$ cat src/rtl/skew_buffer_pkg.sv
// rtl/skew_buffer_pkg.sv - shared types and sizing helpers for the skew buffer
package skew_buffer_pkg;

   // selects one of the two tile banks
   typedef logic bank_idx_t;

   // width of the step counter, which runs 0..2*dim-2
   function automatic int step_width(input int dim);
      return $clog2(2 * dim);
   endfunction

   // counter value of the last step of a tile
   function automatic int final_step(input int dim);
      return 2 * dim - 2;
   endfunction

endpackage

$ cat src/rtl/skew_bank.sv
// rtl/skew_bank.sv - one DIMxDIM tile store with row write and diagonal read
module skew_bank
   import skew_buffer_pkg::*;
#(
   parameter int BITS = 8,
   parameter int DIM  = 8,
   parameter int TW   = step_width(DIM)
)
(
   input  logic                       clk,
   input  logic                       we,
   input  logic [$clog2(DIM)-1:0]     wrow,
   input  logic signed [BITS-1:0]     wdata [DIM-1:0],
   input  logic [TW-1:0]              t,
   output logic signed [BITS-1:0]     rdata [DIM-1:0]
);

   localparam int AW = $clog2(DIM);

   logic signed [BITS-1:0] mem [DIM-1:0][DIM-1:0];
   logic signed [TW:0]     col [DIM-1:0];

   // store one row per write; data needs no reset, the fill mask guards it
   always_ff @(posedge clk) begin
      if (we) begin
         for (int k = 0; k < DIM; k++) begin
            mem[wrow][k] <= wdata[k];
         end
      end
   end

   // lane r reads column t-r, zero when that column is outside the tile
   always_comb begin
      for (int r = 0; r < DIM; r++) begin
         col[r] = $signed({1'b0, t}) - $signed((TW+1)'(r));
         if (!col[r][TW] && (col[r] < $signed((TW+1)'(DIM)))) begin
            rdata[r] = mem[r][col[r][AW-1:0]];
         end else begin
            rdata[r] = '0;
         end
      end
   end

endmodule

$ cat src/rtl/skew_buffer.sv
// rtl/skew_buffer.sv - double-buffered diagonal operand skew buffer (option: SKEW_BUFFER_ERR_EN)
module skew_buffer
   import skew_buffer_pkg::*;
#(
   parameter int BITS = 8,
   parameter int DIM  = 8
)
(
   input  logic                       clk,
   input  logic                       rst_n,
   input  logic                       WrEn,
   input  logic [$clog2(DIM)-1:0]     Arow,
   input  logic signed [BITS-1:0]     Ain [DIM-1:0],
   output logic                       wr_rdy,
   input  logic                       en,
   output logic signed [BITS-1:0]     Aout [DIM-1:0],
   output logic                       vld,
   output logic                       busy,
   output logic                       tile_done
`ifdef SKEW_BUFFER_ERR_EN
   ,
   output logic                       err
`endif
);

   localparam int             TW      = step_width(DIM);
   localparam logic [TW-1:0]  T_FINAL = TW'(final_step(DIM));

   bank_idx_t               wr_bank, rd_bank;
   logic [1:0]              full, full_nxt;
   logic [DIM-1:0]          row_written [2];
   logic [DIM-1:0]          mask_nxt;
   logic [TW-1:0]           t;
   logic                    wr_fire, fill_done, step, last_step;
   logic signed [BITS-1:0]  rdata0 [DIM-1:0];
   logic signed [BITS-1:0]  rdata1 [DIM-1:0];
   logic signed [BITS-1:0]  rsel   [DIM-1:0];

   assign wr_rdy    = !full[wr_bank];
   assign wr_fire   = WrEn && wr_rdy;
   assign mask_nxt  = row_written[wr_bank] | (DIM'(1) << Arow);
   assign fill_done = wr_fire && (&mask_nxt);
   assign step      = en && full[rd_bank];
   assign last_step = step && (t == T_FINAL);
   assign busy      = (t != '0);

   skew_bank #(.BITS(BITS), .DIM(DIM), .TW(TW)) u_bank0 (
      .clk   (clk),
      .we    (wr_fire && (wr_bank == 1'b0)),
      .wrow  (Arow),
      .wdata (Ain),
      .t     (t),
      .rdata (rdata0)
   );

   skew_bank #(.BITS(BITS), .DIM(DIM), .TW(TW)) u_bank1 (
      .clk   (clk),
      .we    (wr_fire && (wr_bank == 1'b1)),
      .wrow  (Arow),
      .wdata (Ain),
      .t     (t),
      .rdata (rdata1)
   );

   // diagonal read from whichever bank is streaming
   always_comb begin
      for (int k = 0; k < DIM; k++) begin
         rsel[k] = rd_bank ? rdata1[k] : rdata0[k];
      end
   end

   // a fill and a final step never target the same bank, so both may apply
   always_comb begin
      full_nxt = full;
      if (fill_done) full_nxt[wr_bank] = 1'b1;
      if (last_step) full_nxt[rd_bank] = 1'b0;
   end

   // bank pointers, fill masks, full flags and step counter
   always_ff @(posedge clk or negedge rst_n) begin
      if (!rst_n) begin
         full           <= '0;
         wr_bank        <= 1'b0;
         rd_bank        <= 1'b0;
         row_written[0] <= '0;
         row_written[1] <= '0;
         t              <= '0;
      end else begin
         full <= full_nxt;
         if (fill_done) begin
            row_written[wr_bank] <= '0;
            wr_bank              <= ~wr_bank;
         end else if (wr_fire) begin
            row_written[wr_bank] <= mask_nxt;
         end
         if (last_step) begin
            t       <= '0;
            rd_bank <= ~rd_bank;
         end else if (step) begin
            t <= t + 1'b1;
         end
      end
   end

   // output lanes: load on a step, clear on an empty en cycle, hold when en=0
   always_ff @(posedge clk or negedge rst_n) begin
      if (!rst_n) begin
         for (int k = 0; k < DIM; k++) Aout[k] <= '0;
         vld       <= 1'b0;
         tile_done <= 1'b0;
      end else begin
         tile_done <= last_step;
         if (en) begin
            vld <= full[rd_bank];
            for (int k = 0; k < DIM; k++) begin
               Aout[k] <= full[rd_bank] ? rsel[k] : '0;
            end
         end
      end
   end

`ifdef SKEW_BUFFER_ERR_EN
   // sticky protocol error: blocked write, row rewrite, or starved mid-tile step
   always_ff @(posedge clk or negedge rst_n) begin
      if (!rst_n) begin
         err <= 1'b0;
      end else if ((WrEn && !wr_rdy) ||
                   (wr_fire && row_written[wr_bank][Arow]) ||
                   (en && !full[rd_bank] && busy)) begin
         err <= 1'b1;
      end
   end
`endif

endmodule
$ cat config.mk
export PLATFORM = sky130hd
export DESIGN_NAME = skew_buffer
export DESIGN_NICKNAME = d
export VERILOG_FILES = /design/src/rtl/skew_buffer_pkg.sv /design/src/rtl/skew_bank.sv /design/src/rtl/skew_buffer.sv
export SDC_FILE = /design/constraint.sdc
export NUM_CORES = 1
export LEC_CHECK = 0
export ABC_AREA = 0
export CAP_MARGIN = 20
export CORE_MARGIN = 3
export CORE_UTILIZATION = 45
export DETAILED_ROUTE_END_ITERATION = 10
export PLACE_DENSITY = 0.64
export SKIP_CTS_REPAIR_TIMING = 1
export SLEW_MARGIN = 40
export SYNTH_ARGS = -nofsm -noshare
export SYNTH_HDL_FRONTEND = slang
export SYNTH_SLANG_ARGS = --single-unit
$ cat constraint.sdc
create_clock -name clk -period 6.2 [get_ports clk]
set_clock_uncertainty 0.1 [all_clocks]
set_input_delay 1.24 -clock clk [delete_from_list [all_inputs] [get_ports clk]]
set_output_delay 1.24 -clock clk [all_outputs]
set_load 0.005 [all_outputs]
=== Yosys cells after proc, flatten, opt, wreduce, memory -nomap -nowiden ===
Memory sizes are Yosys's and may differ from the RTL's.
Cells that the tools add are included.

* Logic and storage cells: 175
* Memories: 2
* Memory bits (writable): 1,024
* Register bits after elaboration: 90
* Output and inout bits: 68

{| class="wikitable"
|+ Memory list
! name !! words !! width !! rd ports !! clocked after Yosys merged registers in !! wr ports !! line !! text
|-
| u_bank0.mem || 8 || 64 || 8 || 0 || 1 || skew_bank.sv:20 || <nowiki>logic signed [BITS-1:0] mem [DIM-1:0][DIM-1:0];</nowiki>
|-
| u_bank1.mem || 8 || 64 || 8 || 0 || 1 || skew_bank.sv:20 ||
|}

* Magnitude comparators: 22
* Reductions and logical operators: 28
* Add/sub/neg operators: 8
* Mux-type cells: 88
* Bitwise logic cells: 9
* Equality and inequality tests: 1
* Shift-type cells: 1

{| class="wikitable"
|+ Operators with widths
! cell !! count
|-
| $mux 8 || 52
|-
| $bmux 8 s3 || 16
|-
| $lt 5x5->1 const B || 7
|-
| $lt 3x4->1 const B || 8
|-
| $mux 16 || 2
|-
| $sub 4x3->5 const B || 4
|-
| $and 16x16->16 || 1
|-
| $bwmux 16 || 1
|-
| $logic_and 1x1->1 || 16
|-
| $not 16->16 || 1
|-
| $mux 1 || 10
|-
| $sub 4x2->5 const B || 2
|-
| $demux 8 s1 || 1
|-
| $logic_not 1->1 || 8
|-
| $mux 4 || 2
|-
| $or 8x8->8 || 1
|-
| $reduce_and 8->1 || 1
|-
| $shl 1x3->8 const A || 1
|-
| $sub 4x1->5 const B || 1
|-
| $add 4x1->4 const B || 1
|-
| $eq 4x4->1 const B || 1
|-
| $lt 1x2->1 const B || 2
|-
| $lt 4x4->1 const B || 1
|-
| $mux 2 || 2
|-
| other kinds (11) || 15
|}

=== Longest topological paths before layout ===
Gate-level depths: netlist of the first run.

* Depth in word-level cells: 10
* Depth in mapped cells: 11
* Gate-level depth less buffers: 7

=== Cells and area by module ===
Synthesis of the first run repeated with hierarchy kept, for this count alone.

* Cell total of the unflattened synthesis: 2,470
* Area total of the unflattened synthesis: 44,711.6 µm²

{| class="wikitable"
|+ Modules (own cells, without submodules)
! module !! instances !! seq. area each (µm²) !! cells an instance !! area each (µm²)
|-
| skew_bank || 2 || 15,374.7 || 1,036 || 20,206.9
|-
| skew_buffer || 1 || 2,252.2 || 398 || 4,297.9
|}

=== Least setup slack after synthesis of the first run ===
No wires, ideal clock.

* Path kind: input-to-reg
* Start point: input Arow[0]
* End point: memory u_bank1.mem[4][0] in the netlist's numbering, enable pin
* Path buffers: 0
* Library setup time: 487 ps
* Arrival time: 4,452 ps
* Setup slack: 1,161 ps
* Data required time: 5,613 ps
* Stages: 2
* Cells stage by stage: or3b_2 nor2_1

{| class="wikitable"
|+ RTL lines
! element !! line !! text
|-
| start: declaration || skew_buffer.sv:12 || <nowiki>input logic [$clog2(DIM)-1:0] Arow,</nowiki>
|-
| end: declaration || skew_bank.sv:20 ||
|}

No word-level cell before the write port.

=== Final worst setup path of the first run ===
* Start point: register t[2]
* End point: output busy

* Word-level cells in the longest chain between the ends: 1

{| class="wikitable"
|+ Ends and longest elaborated chain
! element !! line !! text
|-
| start: declaration || skew_buffer.sv:33 || <nowiki>logic [TW-1:0] t;</nowiki>
|-
| start signal: assignment || skew_buffer.sv:100 || <nowiki>t <= t + 1'b1;</nowiki>
|-
| $reduce_bool 4->1 || skew_buffer.sv:45 || <nowiki>assign busy = (t != '0);</nowiki>
|-
| end: declaration || skew_buffer.sv:18 || <nowiki>output logic busy,</nowiki>
|}

Every way passes these cells.

==> results.cfg, run 1 <==
[sta]
max-slew-margin-rel = 0.4066
clock.fmax_ghz = 0.2355
setup_tns_ns = 0
slew_violations = 0
finalCritPeriodShare = 0.6848
rsz0062_at_grt = no
hold_violations = 0
finalSetupViolCount = 0
tightest_slew_ns = 0.8653
finalCriticalPeriod_ns = 4.246

[grt]
first_global_vias = 21541
grt_max_degree = 105
grtUsageTotal = 0.2322
grt_pass1_wl_um = 160700
antenna_found_initial = 6
overflow = 0

[setup_path]
max_stage_delay_ns = 0.81
arrival_ns = 2.91
worst_path_max_delay_cell = dfrtp_1
worstPathRequired_ns = 4.86
end_kind = output pin
path_class = reg2out
crit_chain = inv_1 > ha_1 > nand2_1 > clkdlybuf4s50_1
crit_fanout = 12
start_kind = flop

[route]
drt_iter0_drc = 2398
drt-pass1-iter-count = 5
vias_per_cell = 6.017
via_count = 21180
routedWlPerCell_um = 32.03
final_antenna_net_count = 0
drc_errors = 0
drt-total-wl_um = 112800

[clock_tree]
cts_buffers = 110
cts_tree = built
ctsLongestPathBuffers = 3
clk_pin_slew_ns = 0.06
htreeDepth = 3
root_buffer = clkbuf_16
cts_sinks = 1114
clk-insertion-delay-late_ns = 0.69

[cells_and_area]
area.growth.synth_to_final_pct = 15.93
multi_input_area_sq_um = 9174
fillers = 7082
layout-drive-gt1-share = 0.2559
fin_nets = 2264
stdcell_count = 3520
seqCellArea_sq_um = 33010

[placed_design]
port_buffers = 138
dp_hpwl_um = 67750
placed_cells = 3310
gp_congestion = 0.8183

[power]
ir_drop_mv = 0.3685
power_density_nw_per_um2 = 402.1
power_leakage_nw = 16.36

[die]
die_height_um = 313.1
fp-row-count = 111
start_util = 0.4580
fp.dieW_um = 313.1
die_area_sq_um = 98000
num_io_pins = 139
core_sq_um = 92640

[synthesis]
synth_cells = 1958
synth_edf_count = 1024
synth-async-reset-ratio = 0.08079
syn-num-nets = 2042
synth_area_sq_um = 42430
ys_seq_elements = 1114
synthDistinctLibCells = 44
yosys_warnings = 0
ys.flop_type = edfxtp_1
synth_area_per_cell_sq_um = 21.67
ys_seq_area_frac = 0.7778

[job]
cap_violations = 0

[outcome]
status = finished, final reports clean

[min_path]
min_path_type = reg2reg
## routing by layer
layer	part of all wire	GRT usage
met5	0.00015	0
met3	0.089	0.05739
met4	0.027	0.06571
met1	0.39	0.3146
met2	0.49	0.3777
## final timing paths
kind                                                  start                     endpoint  slack [ns]  depth (start not counted)
worst max-delay path                       t[2]$_DFFE_PN0P_                         busy        1.95                          4
worst min-delay path            row_written[13]$_DFFE_PN0P_  row_written[13]$_DFFE_PN0P_        0.38                          2
worst max register to register             t[1]$_DFFE_PN0P_         Aout[57]$_DFFE_PN0P_        2.49                          6
worst min register to register  row_written[13]$_DFFE_PN0P_  row_written[13]$_DFFE_PN0P_        0.38                          2
max in group asynchronous                             rst_n             t[0]$_DFFE_PN0P_        4.32                          2
min in group asynchronous                             rst_n         Aout[16]$_DFFE_PN0P_        0.56                          1
## sequential cells by signal, indices dropped and copies added, names as in the netlist
name / flops
tile_done: 1
t: 4
Aout: 64
full: 2
u_bank1.mem: 512
rd_bank: 1
u_bank0.mem: 512
row_written: 16
vld: 1
wr_bank: 1
## cell type report
cell class	count	share of cell area
repair buffers	203	0.03775
clock buffers	145	0.05965
multi-input cells	745	0.1865
well taps	1243	0.03162
clock inverters	61	0.01269
diodes	3	0.0001526
inverters	6	0.0004579
flip-flops and latches	1114	0.6712
## synth_stat cells, types with 2 or more instances
| library cell | instances | share of area |
|---|---|---|
| edfxtp_1 | 1024 | 0.72 |
| mux4_2 | 257 | 0.14 |
| nand2_1 | 157 | 0.014 |
| dfrtp_1 | 90 | 0.053 |
| mux2i_1 | 82 | 0.019 |
| clkbuf_1 | 38 | 0.0034 |
| a21oi_1 | 34 | 0.0040 |
| nor2_1 | 30 | 0.0027 |
| buf_2 | 28 | 0.0033 |
| o21ai_1 | 18 | 0.0021 |
| a21o_1 | 17 | 0.0030 |
| o22ai_1 | 17 | 0.0025 |
| a221o_1 | 16 | 0.0038 |
| o221ai_1 | 16 | 0.0033 |
| a211o_1 | 15 | 0.0031 |
| buf_1 | 14 | 0.0012 |
| buf_4 | 13 | 0.0023 |
| ha_1 | 13 | 0.0038 |
| nand3_1 | 11 | 0.0013 |
| a21boi_0 | 9 | 0.0016 |
| mux2_2 | 8 | 0.0021 |
| inv_1 | 5 | 0.00044 |
| nand3b_1 | 5 | 0.00088 |
| a22oi_1 | 4 | 0.00071 |
| o21ai_0 | 4 | 0.00047 |
| or3b_2 | 4 | 0.00083 |
| xnor2_1 | 4 | 0.00083 |
| xor2_1 | 4 | 0.00083 |
| nor3b_2 | 3 | 0.00088 |
| a31oi_1 | 2 | 0.00029 |
| and2_1 | 2 | 0.00029 |
| or3_1 | 2 | 0.00029 |
## report_power, final
group	total, mW	switching, mW	leakage [nW]	internal (mW)
logic	4.64	2.62	4.16	2.02
clock network	6.52	2.77	1.72	3.76
registers	8.61	0.197	10.5	8.41
total	19.8	5.58	16.4	14.2
## through the flow
step | hold WS [ns] | utilization | worst slack, ns | power (mW) | area, sq um
2_1_floorplan | 0.3549 | - | 1.161 | 11.78 | 42430
3_3_place_gp | 0.3678 | 0.4913 | 1.672 | 13.32 | 45520
3_5_place_dp | 0.3720 | 0.4918 | 1.975 | 13.44 | 45560
4_1_cts | 0.3887 | 0.5302 | 1.974 | 19.92 | 49120
5_1_grt | 0.4124 | 0.5309 | 1.819 | 20.51 | 49180
6_report | 0.3818 | 0.5310 | 1.954 | 19.78 | 49190
## layout by cell type, fill, tap and decap left out, drive strengths merged, types with 2 or more instances in the layout
cell type / netlist / layout
nand3: 11 / 11
diode: 0 / 3
o221ai: 16 / 16
nand2: 157 / 157
a22oi: 4 / 4
clkinvlp: 0 / 3
o21ai: 22 / 22
clkdlybuf4s50: 0 / 76
edfxtp: 1024 / 1024
bufinv: 0 / 10
xor2: 4 / 4
clkinv: 0 / 45
a21oi: 34 / 34
buf: 55 / 126
and2: 2 / 2
or3: 2 / 2
or3b: 4 / 4
o22ai: 17 / 17
mux2: 9 / 9
nor3b: 4 / 4
a221o: 16 / 16
a21boi: 10 / 10
dfrtp: 90 / 90
nor2: 30 / 30
a211o: 15 / 15
nand3b: 5 / 5
inv: 6 / 9
xnor2: 4 / 4
ha: 13 / 13
mux4: 257 / 257
clkbuf: 38 / 146
mux2i: 82 / 82
a21o: 17 / 17
a31oi: 2 / 2
## cells by family (layout without fill, tap and decap cells)
| family | count (synthesis) | count (layout) | share of synthesized area |
|---|---|---|---|
| DFF | 1114 | 1114 | 0.7778 |
| muxes | 348 | 348 | 0.1582 |
| and+or+nand+nor | 219 | 219 | 0.02179 |
| AOI/OAI and AO/OA | 157 | 157 | 0.02598 |
| buffers and inverters | 99 | 415 | 0.01073 |
| adders and majority gates | 13 | 13 | 0.003834 |
| xor gates and xnor gates | 8 | 8 | 0.001651 |
| other | 0 | 3 | 0 |
## critical path: cells and delay by family, from the launching register on
family                     cells  cell delay [ns]
buffers and inverters          2             0.89
DFF                            1             0.81
adders and majority gates      1             0.34
and+or+nand+nor                1             0.18
Note: power is estimated with default switching activity, not from simulation.
==> inputs of run 2 (changes only) <==
Clock period 6.2 ns to 4.45 ns, I/O delays scaled along.
==> results.cfg, run 2 (same netlist as run 1, synthesis figures left out) <==
[route]
final_antenna_net_count = 0
routedWlPerCell_um = 30.95
dr_wl_met2_um = 52910
met3_length_um = 8379
drt_iter0_drc = 2492
via_count = 20938
drc_errors = 0
drt-pass1-iter-count = 5
wl_met1_um = 44130
vias_per_cell = 5.981
dr.max_layer_used = met4
drt-total-wl_um = 108300

[sta]
slew_violations = 0
finalCriticalPeriod_ns = 3.504
finalCritPeriodShare = 0.7874
tightest_slew_ns = 0.9085
finalSetupViolCount = 0
max-slew-margin-rel = 0.3925
rsz0062_at_grt = no
timing.final.ws_setup_ns = 0.9461
clock.fmax_ghz = 0.2854
hold_violations = 0
setup_tns_ns = 0

[power]
power_leakage_nw = 16.30
p_seq_frac = 0.429
swShare = 0.2782
power_frac_comb = 0.235
clock_power_share = 0.337
power_density_nw_per_um2 = 564.3
switchingPower_mw = 7.711
ir_drop_mv = 0.5524
p_int_mw = 20.01

[cells_and_area]
layout_commonest_cell = edfxtp_1
largestRegisters = u_bank0.mem (512), u_bank1.mem (512), Aout (64)
diodes = 0
area.growth.synth_to_final_pct = 15.77
final_cell_mix = 1,024 x edfxtp_1, 257 x mux4_2, 156 x nand2_1
layout-drive-gt1-share = 0.2471
fin_nets = 2247
final_core_util = 0.5302
fillers = 7104

[placed_design]
dp_hpwl_um = 64600
gp_congestion = 0.8209
preCtsSetupSlack_ns = 1.034
port_buffers = 138

[clock_tree]
cts_buffers = 108
cts_tree = built
clk-insertion-delay-late_ns = 0.68
htreeDepth = 3
root_buffer = clkbuf_16
ctsLongestPathBuffers = 3
clk_pin_slew_ns = 0.07
cts_sinks = 1114

[min_path]
min_path_type = in2async

[die]
start_util = 0.4580
die_height_um = 313.1
core_sq_um = 92640
fp.dieW_um = 313.1
fp-row-count = 111
die_area_sq_um = 98000
num_io_pins = 139

[grt]
grt_max_degree = 78
first_global_vias = 21188
overflow = 0
grt_pass1_wl_um = 156200
antenna_found_initial = 6
grtUsageTotal = 0.2223

[job]
cap_violations = 0

[setup_path]
max_stage_delay_ns = 0.55
crit_fanout = 12
worstPathRequired_ns = 3.46
crit_chain = buf_4 > inv_1 > ha_1 > nand2_1 > clkdlybuf4s50_1
arrival_ns = 2.51
end_kind = output pin
worst_path_max_delay_cell = clkdlybuf4s50_1
path_class = reg2out
start_kind = flop

[outcome]
status = finished, final reports clean
## run 2: worst paths after layout
path / startpoint / to / slack (ns) / cells past startpoint
max in group asynchronous: rst_n / t[1]$_DFFE_PN0P_ / 3.10 / 2
worst max register to register: t[0]$_DFFE_PN0P_ / Aout[43]$_DFFE_PN0P_ / 0.99 / 7
worst min-delay path: rst_n / Aout[1]$_DFFE_PN0P_ / 0.17 / 1
worst min register to register: Aout[32]$_DFFE_PN0P_ / Aout[32]$_DFFE_PN0P_ / 0.38 / 1
min in group clk: Aout[32]$_DFFE_PN0P_ / Aout[32]$_DFFE_PN0P_ / 0.38 / 1
worst max-delay path: t[2]$_DFFE_PN0P_ / busy / 0.95 / 5
## run 2: worst max-delay path, delay by kind of cell, from the launching register on
| family | cells | cell delay (ns) |
|---|---|---|
| fa+ha+maj | 1 | 0.31 |
| simple gates | 1 | 0.18 |
| flops | 1 | 0.34 |
| buf+inv | 3 | 1.00 |
## run 2: through the flow
stage          hold WS (ns)  area, sq um  std cells  total power [mW]
6_report             0.1693        49120       3501             27.72
5_1_grt              0.1795        49120       3501             28.78
4_1_cts              0.1474        49150       3501             27.97
3_5_place_dp         0.3699        45490       3296             18.67
3_3_place_gp         0.3626        45690       3296             18.63
2_1_floorplan        0.3549        42440       1958             16.42
## run 2: power groups by stage
stage	sequential [mW]	clock, mW	combinational [mW]
after detailed placement	12.1	0	6.56
final	11.9	9.33	6.50
after global placement	12.1	0	6.54
after global routing	11.9	9.94	6.94
after floorplan	12.0	0	4.39
after CTS	11.9	9.49	6.60
## run 2: layout make-up
| type | count | area [sq um] | share of cell area |
|---|---|---|---|
| clock inverters | 74 | 755.7 | 0.01539 |
| well taps | 1243 | 1555 | 0.03166 |
| flip-flops and latches | 1114 | 33010 | 0.6721 |
| inverters | 6 | 22.52 | 0.0004585 |
| clock buffers | 131 | 2904 | 0.05912 |
| repair buffers | 188 | 1717 | 0.03495 |
| multi-input cells | 745 | 9153 | 0.1863 |
## run 2: routing by layer
metal	GRT usage	vias up
li1	-	8538
met1	0.3183	11290
met2	0.3568	952
met3	0.03570	158
met4	0.06475	0
met5	0	-
